## src/rtl/param_register_file.sv

```systemverilog
// Parametrised register file: two combinational read ports (port 2 can be forced to R0),
// double-word writes into R0 plus write_address, optional write bypass and a sequenced bulk clear.
module param_register_file #(
  parameter int DATA_W = 16,
  parameter int ADDR_W = 4,
  parameter int BYPASS = 1
) (
  input  logic                  clk,
  input  logic                  rst,
  input  logic                  halt_sys,
  input  logic                  R0_read,
  input  logic [ADDR_W-1:0]     ra1,
  input  logic [ADDR_W-1:0]     ra2,
  input  logic                  write_en,
  input  logic                  R0_en,
  input  logic [ADDR_W-1:0]     write_address,
  input  logic [2*DATA_W-1:0]   write_data,
  input  logic                  clr_req,
  output logic [DATA_W-1:0]     rd1,
  output logic [DATA_W-1:0]     rd2,
  output logic                  clr_busy,
  output logic                  wr_dropped
);

  localparam int DEPTH = 2**ADDR_W;

  typedef enum logic {IDLE, CLEAR} state_t;

  state_t              state, state_nxt;
  logic [ADDR_W-1:0]   ptr, ptr_nxt;
  logic [DATA_W-1:0]   regs [DEPTH];
  logic [DATA_W-1:0]   wd_hi, wd_lo;
  logic [ADDR_W-1:0]   ra2_sel;
  logic                clr_start, clr_step, wr_eff, drop_nxt;

  assign wd_hi   = write_data[2*DATA_W-1:DATA_W];
  assign wd_lo   = write_data[DATA_W-1:0];
  assign ra2_sel = R0_read ? '0 : ra2;

  always_comb begin
    state_nxt = state;
    ptr_nxt   = ptr;
    clr_start = 1'b0;
    clr_step  = 1'b0;
    case (state)
      IDLE: begin
        if (clr_req && !halt_sys) begin
          clr_start = 1'b1;
          state_nxt = CLEAR;
          ptr_nxt   = '0;
        end
      end
      CLEAR: begin
        if (!halt_sys) begin
          clr_step = 1'b1;
          if (ptr == ADDR_W'(DEPTH-1)) begin
            state_nxt = IDLE;
            ptr_nxt   = '0;
          end else begin
            ptr_nxt = ptr + ADDR_W'(1);
          end
        end
      end
      default: state_nxt = IDLE;
    endcase
  end

  // A starting clear takes priority over a write arriving in the same cycle.
  assign wr_eff   = write_en && !halt_sys && (state == IDLE) && !clr_start;
  assign drop_nxt = write_en && !halt_sys && ((state == CLEAR) || clr_start);

  always_ff @(posedge clk or posedge rst) begin
    if (rst) begin
      state      <= IDLE;
      ptr        <= '0;
      wr_dropped <= 1'b0;
    end else begin
      state      <= state_nxt;
      ptr        <= ptr_nxt;
      wr_dropped <= drop_nxt;
    end
  end

  // Low word is written after the high word so it wins when write_address is R0.
  always_ff @(posedge clk or posedge rst) begin
    if (rst) begin
      for (int i = 0; i < DEPTH; i++) regs[i] <= '0;
    end else begin
      if (clr_step) regs[ptr] <= '0;
      if (wr_eff) begin
        if (R0_en) regs[0] <= wd_hi;
        regs[write_address] <= wd_lo;
      end
    end
  end

  always_comb begin
    rd1 = regs[ra1];
    rd2 = regs[ra2_sel];
    if ((BYPASS != 0) && wr_eff) begin
      if (ra1 == write_address)       rd1 = wd_lo;
      else if (R0_en && ra1 == '0)    rd1 = wd_hi;
      if (ra2_sel == write_address)   rd2 = wd_lo;
      else if (R0_en && ra2_sel == '0) rd2 = wd_hi;
    end
  end

  assign clr_busy = (state == CLEAR);

endmodule

```

## config.mk

```make
export PLATFORM = sky130hd
export DESIGN_NAME = param_register_file
export DESIGN_NICKNAME = d
export VERILOG_FILES = /design/src/rtl/param_register_file.sv
export SDC_FILE = /design/constraint.sdc
export NUM_CORES = 1
export LEC_CHECK = 0
export ABC_AREA = 1
export CORE_MARGIN = 4
export CORE_UTILIZATION = 60
export DETAILED_ROUTE_END_ITERATION = 8
export PLACE_DENSITY = 0.76
export SYNTH_ARGS = -nofsm -noshare
export SYNTH_HDL_FRONTEND = slang
export SYNTH_SLANG_ARGS = --single-unit
```

## constraint.sdc

```tcl
create_clock -name clk -period 10.36 [get_ports clk]
set_clock_uncertainty 0.1 [all_clocks]
set_input_delay 2.072 -clock clk [delete_from_list [all_inputs] [get_ports clk]]
set_output_delay 2.072 -clock clk [all_outputs]
set_load 0.02 [all_outputs]
```

# Yosys cells after proc, flatten, opt, wreduce, memory -nomap -nowiden
# Cells that the tools add are included.
# totals
register_bits	262
out_inout_bits	34
word_cells	86
# op_classes
n_addsub	1
order_cmp	6
n_eq_ne	5
muxes	33
bitwise_logic	7
n_reduce_logical	15
# ops
operator	count
256-bit two-way mux	2
256-bit AND	1
256-bit bitwise mux	1
256-bit NOT	1
16-bit two-way mux	14
16-bit binary-select mux with 4-bit select	2
16-bit demux with 4-bit select	2
5-bit >= comparator, second input constant	4
4-bit NOT with 5-bit output	4
4-bit two-way mux	4
5-bit by 1-bit less-than comparator with 1-bit output, second input constant	2
1-bit logical AND	9
4-bit equality test	2
4-bit logical NOT	2
4-bit case mux with 2 select lines	1
1-bit two-way mux	6
4-bit by 1-bit adder with 4-bit output, second input constant	1
4-bit equality test, second input constant	1
2-bit inequality test, second input constant	2
1-bit logical NOT	2
1-bit case mux with 2 select lines	1
2-bit AND reduction	1
1-bit logical OR	1
1-bit NOT	1

# Longest topological paths before layout
# depth
depth_word	12
depth_mapped	14

# Worst setup path after synthesis
# OpenSTA, ideal clock, no wires.
# synth_timing
kind	in2out
startpoint	input R0_read
endpoint	output rd2[12]
arrival_ns	3.363
required_ns	8.188
path_slack_ns	4.825
path_stages	9
cell_sequence	inv_2 nand2_2 buf_4 nand4_1 clkbuf_1 o21ai_0 inv_1 nand2_1 a21oi_1
# synth_between
elab_chain_len	8
# synth_lines
element	line_no	source
start, declared	11	input logic R0_read,
4-bit two-way mux *	38	assign ra2_sel = R0_read ? '0 : ra2;
4-bit NOT with 5-bit output (not written as such)	99	rd2 = regs[ra2_sel];
16-bit binary-select mux with 4-bit select	99	
16-bit two-way mux (not written as such) (2 in series)	99	
16-bit two-way mux	104	else if (R0_en && ra2_sel == '0) rd2 = wd_hi;
16-bit two-way mux	103	if (ra2_sel == write_address) rd2 = wd_lo;
16-bit two-way mux *	100	if ((BYPASS != 0) && wr_eff) begin
end, declared	20	output logic [DATA_W-1:0] rd2,
# Every way passes the cells marked *; elsewhere a longest branch is shown, timed or not. The select of a mux whose other input is x is not followed.

# Worst setup path in the final report
# layout_timing
startpoint	input R0_read
endpoint	output rd2[6]
# Same word-level chain as after synthesis.

==> results.md <==
Status:
- The flow ran to the end, but the final reports show violations.
- The checks that failed: design-rule violations.

Global routing:
- For this run, the total global-route usage over all layers was measured as 41.1%.
- The wire length of the first global-routing pass is 101 mm.
- The overall overflow remaining after global route is 0.
- The number of antenna violations at the first check in global routing was 1.
- Entering global routing, the biggest net connects 162 pins.
- The via count of the first global-routing pass came to 17299.

Setup path:
- The critical path class is in -> out.
- The critical path data required time is 8.19 ns.
- The stage delay of the slowest cell on the critical path is 0.72 ns.
- The highest-delay cell along the critical path is sky130_fd_sc_hd__inv_1.
- The endpoint arrival time on the critical path is 6.27 ns.
- Along the worst path, the maximum fanout reaches 50.
- STA classifies the critical path startpoint as an input port.
- The kind of capture point of the worst setup path is a primary output.
- The critical path goes through clkdlybuf4s50_1, inv_2, nand2_2, buf_4, nor2_1, inv_1, a21oi_1, nor2_1, nand2_1, nand2_1, nand2_1, nand2_1, nand2_1, nand2_1, clkdlybuf4s50_1.
- In this design, the critical path's most frequently occurring cell is sky130_fd_sc_hd__nand2_1.

Drt:
- The via density per instance is 6.17.
- After detailed routing, the number of remaining DRC violations is 1.
- The total number of vias is 18939.
- The average detailed-routed wire length per instance is 21.7 microns.
- The violation count after the first detailed-route iteration is 3227.
- The number of iterations in the first detailed-routing pass is 9.
- After detailed routing, the total wire length is 66.5 mm.
- The remaining number of nets flagged by the antenna check after routing is 0.

CTS:
- The clock transition at the register clock pins on the worst setup and hold paths after CTS is 0.06 ns.
- TritonCTS built the clock tree.
- CTS built an H-tree with a depth of 1.
- The clock net sink count is 262.
- After clock tree synthesis, the repair step resized 0 gates.
- The clock latency on the worst-skew pair is 0.59 ns.
- The number of buffers on the longest clock path is 3.
- The tree is rooted in a sky130_fd_sc_hd__clkbuf_16.
- The number of clock buffers added by TritonCTS is 31.
- The number of hold buffers added after CTS was 0.
- The setup fix buffers added after clock tree synthesis is 0.

Final layout:
- The number of diodes is 0.
- The number of nets in the final layout is 2716.
- The library cells used most frequently in the layout, excluding fill and tap cells, are 672 x sky130_fd_sc_hd__nand2_1, 416 x sky130_fd_sc_hd__o21ai_0, 330 x sky130_fd_sc_hd__inv_1.
- The layout filler cell count is 2565.
- Leaving out fill and tap cells, the most frequent cell in the layout is sky130_fd_sc_hd__nand2_1.
- In the final layout, the share of cells above drive strength 1 is 4.43%.
- Relative to the synthesized area, the layout overhead comes to 10.8%.

Die:
- The core region is 28700 sq um.
- The horizontal extent of the die is 179 microns.
- From bottom edge to top edge, the die measures 179 microns.
- Row generation in the floorplan step produced 62 rows.
- The boundary pin count is 85.
- The die covers 31900 sq um.
- The initial cell density of the core is 60.9%.

Pwr:
- The leakage power figure is 9.72 nW.
- The power per standard cell area is 236 nW/um^2.
- Summing internal, switching and leakage power gives 4.57 mW.
- VDD sags by at most 167 uV.

Timing:
- In the final timing run, aggregate negative setup slack is 0 ns.
- Measured against its own limit, the worst slew margin works out to 11.1%.
- The number of setup violations in the final report is 0.
- Setup repair after global routing left no endpoint under its margin.
- The count of final max-slew check failures is 0.
- The post-route minimum period is 8.44 ns.
- The total count of hold-check failures in the final report was 0.
- The maximum clock rate is 0.118 GHz.
- For the pin with the worst max-slew slack, the measured transition is 1.33 ns.
- Of the available clock period, the critical path in the final layout requires 81.5%.

Synth:
- The number of nets in the synthesized netlist is 2759.
- Summed over all instances, the cell type with the most area after synthesis is sky130_fd_sc_hd__dfrtp_1.
- The register bit count reported by yosys is 262.
- The register area share after synthesis is 37.5%.
- Yosys printed 0 warnings.
- The instance count of the mapped netlist is 2704.
- The cell area that synthesis handed to floorplanning was 17500 sq um.
- Counting distinct cell types in the post-synthesis netlist gives 34.
- The mean instance size in the synthesized netlist is 6.46 sq um.
- By area the synthesized netlist is led by sky130_fd_sc_hd__dfrtp_1 38%, sky130_fd_sc_hd__nand2_1 14%, sky130_fd_sc_hd__o21ai_0 12%.
- The top cell type by area accounts for 37.5% of the synthesized area.

Hold path:
- The path class of the tightest hold or removal check is reg -> reg.

Placement:
- The count of input and output buffers is 84.
- The placer congestion estimate is 1.04.
- Detailed placement finished with a half-perimeter wire length of 42.3 mm.

Run:
- The max capacitance violation total is 0.
-- final timing paths --
kind                                from   endpoint  slack [ns]  cells after the start
worst max-delay path             R0_read     rd2[6]        1.92                     15
worst min-delay path            regs[14]   regs[14]        0.44                      2
worst max register to register  clr_busy   regs[92]        6.68                      6
worst min register to register  regs[14]   regs[14]        0.44                      2
max in group asynchronous            rst  regs[222]        6.85                      3
min in group asynchronous            rst   regs[48]        1.89                      2
-- cells in the mapped netlist --
master,instances
sky130_fd_sc_hd__dfrtp_1,262
sky130_fd_sc_hd__a21oi_1,168
sky130_fd_sc_hd__a32o_1,5
sky130_fd_sc_hd__nor3_4,1
sky130_fd_sc_hd__inv_1,332
sky130_fd_sc_hd__ha_1,4
sky130_fd_sc_hd__nor2_2,3
sky130_fd_sc_hd__nand3b_1,34
sky130_fd_sc_hd__nand3_1,205
sky130_fd_sc_hd__o21ai_2,1
sky130_fd_sc_hd__clkinv_1,1
sky130_fd_sc_hd__clkbuf_2,2
sky130_fd_sc_hd__buf_1,13
sky130_fd_sc_hd__nand4_1,1
sky130_fd_sc_hd__clkbuf_1,105
sky130_fd_sc_hd__a21oi_4,1
sky130_fd_sc_hd__nand2_2,2
sky130_fd_sc_hd__o21ai_1,23
sky130_fd_sc_hd__nand3_4,3
sky130_fd_sc_hd__buf_6,1
sky130_fd_sc_hd__inv_2,5
sky130_fd_sc_hd__buf_4,6
sky130_fd_sc_hd__o22ai_1,1
sky130_fd_sc_hd__o21ai_0,416
sky130_fd_sc_hd__nand2_1,673
sky130_fd_sc_hd__nor4_2,1
sky130_fd_sc_hd__o2bb2ai_1,2
sky130_fd_sc_hd__nor2_4,1
sky130_fd_sc_hd__buf_2,71
sky130_fd_sc_hd__xor2_1,9
sky130_fd_sc_hd__clkinv_2,1
sky130_fd_sc_hd__nor2_1,281
sky130_fd_sc_hd__nor3_1,1
sky130_fd_sc_hd__o211ai_1,69
-- area by class of cell --
| type | instances | area [sq um] | share of cell area [%] |
|---|---|---|---|
| clock buffer | 46 | 902 | 4.66 |
| clock inverter | 12 | 179 | 0.924 |
| sequential | 262 | 6560 | 33.9 |
| inverter | 339 | 1280 | 6.62 |
| tap | 384 | 480 | 2.48 |
| multi-input combinational | 1905 | 8810 | 45.5 |
| timing repair buffer | 122 | 1150 | 5.92 |
-- stage by stage --
stage               util (%)  area (sq um)  cells  setup slack, ns  hold WS (ns)
finish                  67.4         19400   3070             1.92         0.438
global route            67.4         19400   3070             1.84         0.461
CTS                     67.4         19400   3070             2.08         0.433
detailed placement      63.7         18300   3012             2.10         0.415
global placement        63.7         18300   3012             2.14         0.415
floorplan                  -         17500   2704            0.976         0.392
-- power by group --
group	internal, mW	total, mW	switching, mW
Sequential	1.45	1.66	0.213
Combinational	0.626	1.75	1.12
Clock	0.701	1.16	0.463
Total	2.78	4.57	1.80
-- sequential cells by signal, indices dropped and copies added (netlist names) --
register    flops
clr_busy        1
wr_dropped      1
ptr             4
regs          256
-- logic make-up (layout without fill, tap and decap cells) --
group                      count (synthesis)  after routing  synth area share [%]
and+or+nand+nor                         1206           1206                  28.6
AOI/OAI and AO/OA                        686            686                  20.9
buffers and inverters                    537            519                  12.2
DFF                                      262            262                  37.5
xor gates and xnor gates                   9              9                 0.451
adders and majority gates                  4              4                 0.286
-- metal layers --
layer / global-route usage [%] / share of wire [%] / vias up
met2: 59.4 / 41 / 1447
met1: 56.6 / 37 / 8618
met5: 0 / 0.020 / -
met3: 10.3 / 14 / 286
li1: - / - / 8586
met4: 22.6 / 6.8 / 2
-- worst max-delay path: cells and delay by family --
family          cells  cell delay, ns
buf+inv             5            2.47
compound gates      1            0.32
simple gates        9            1.38
(Power assumes the default switching activity.)
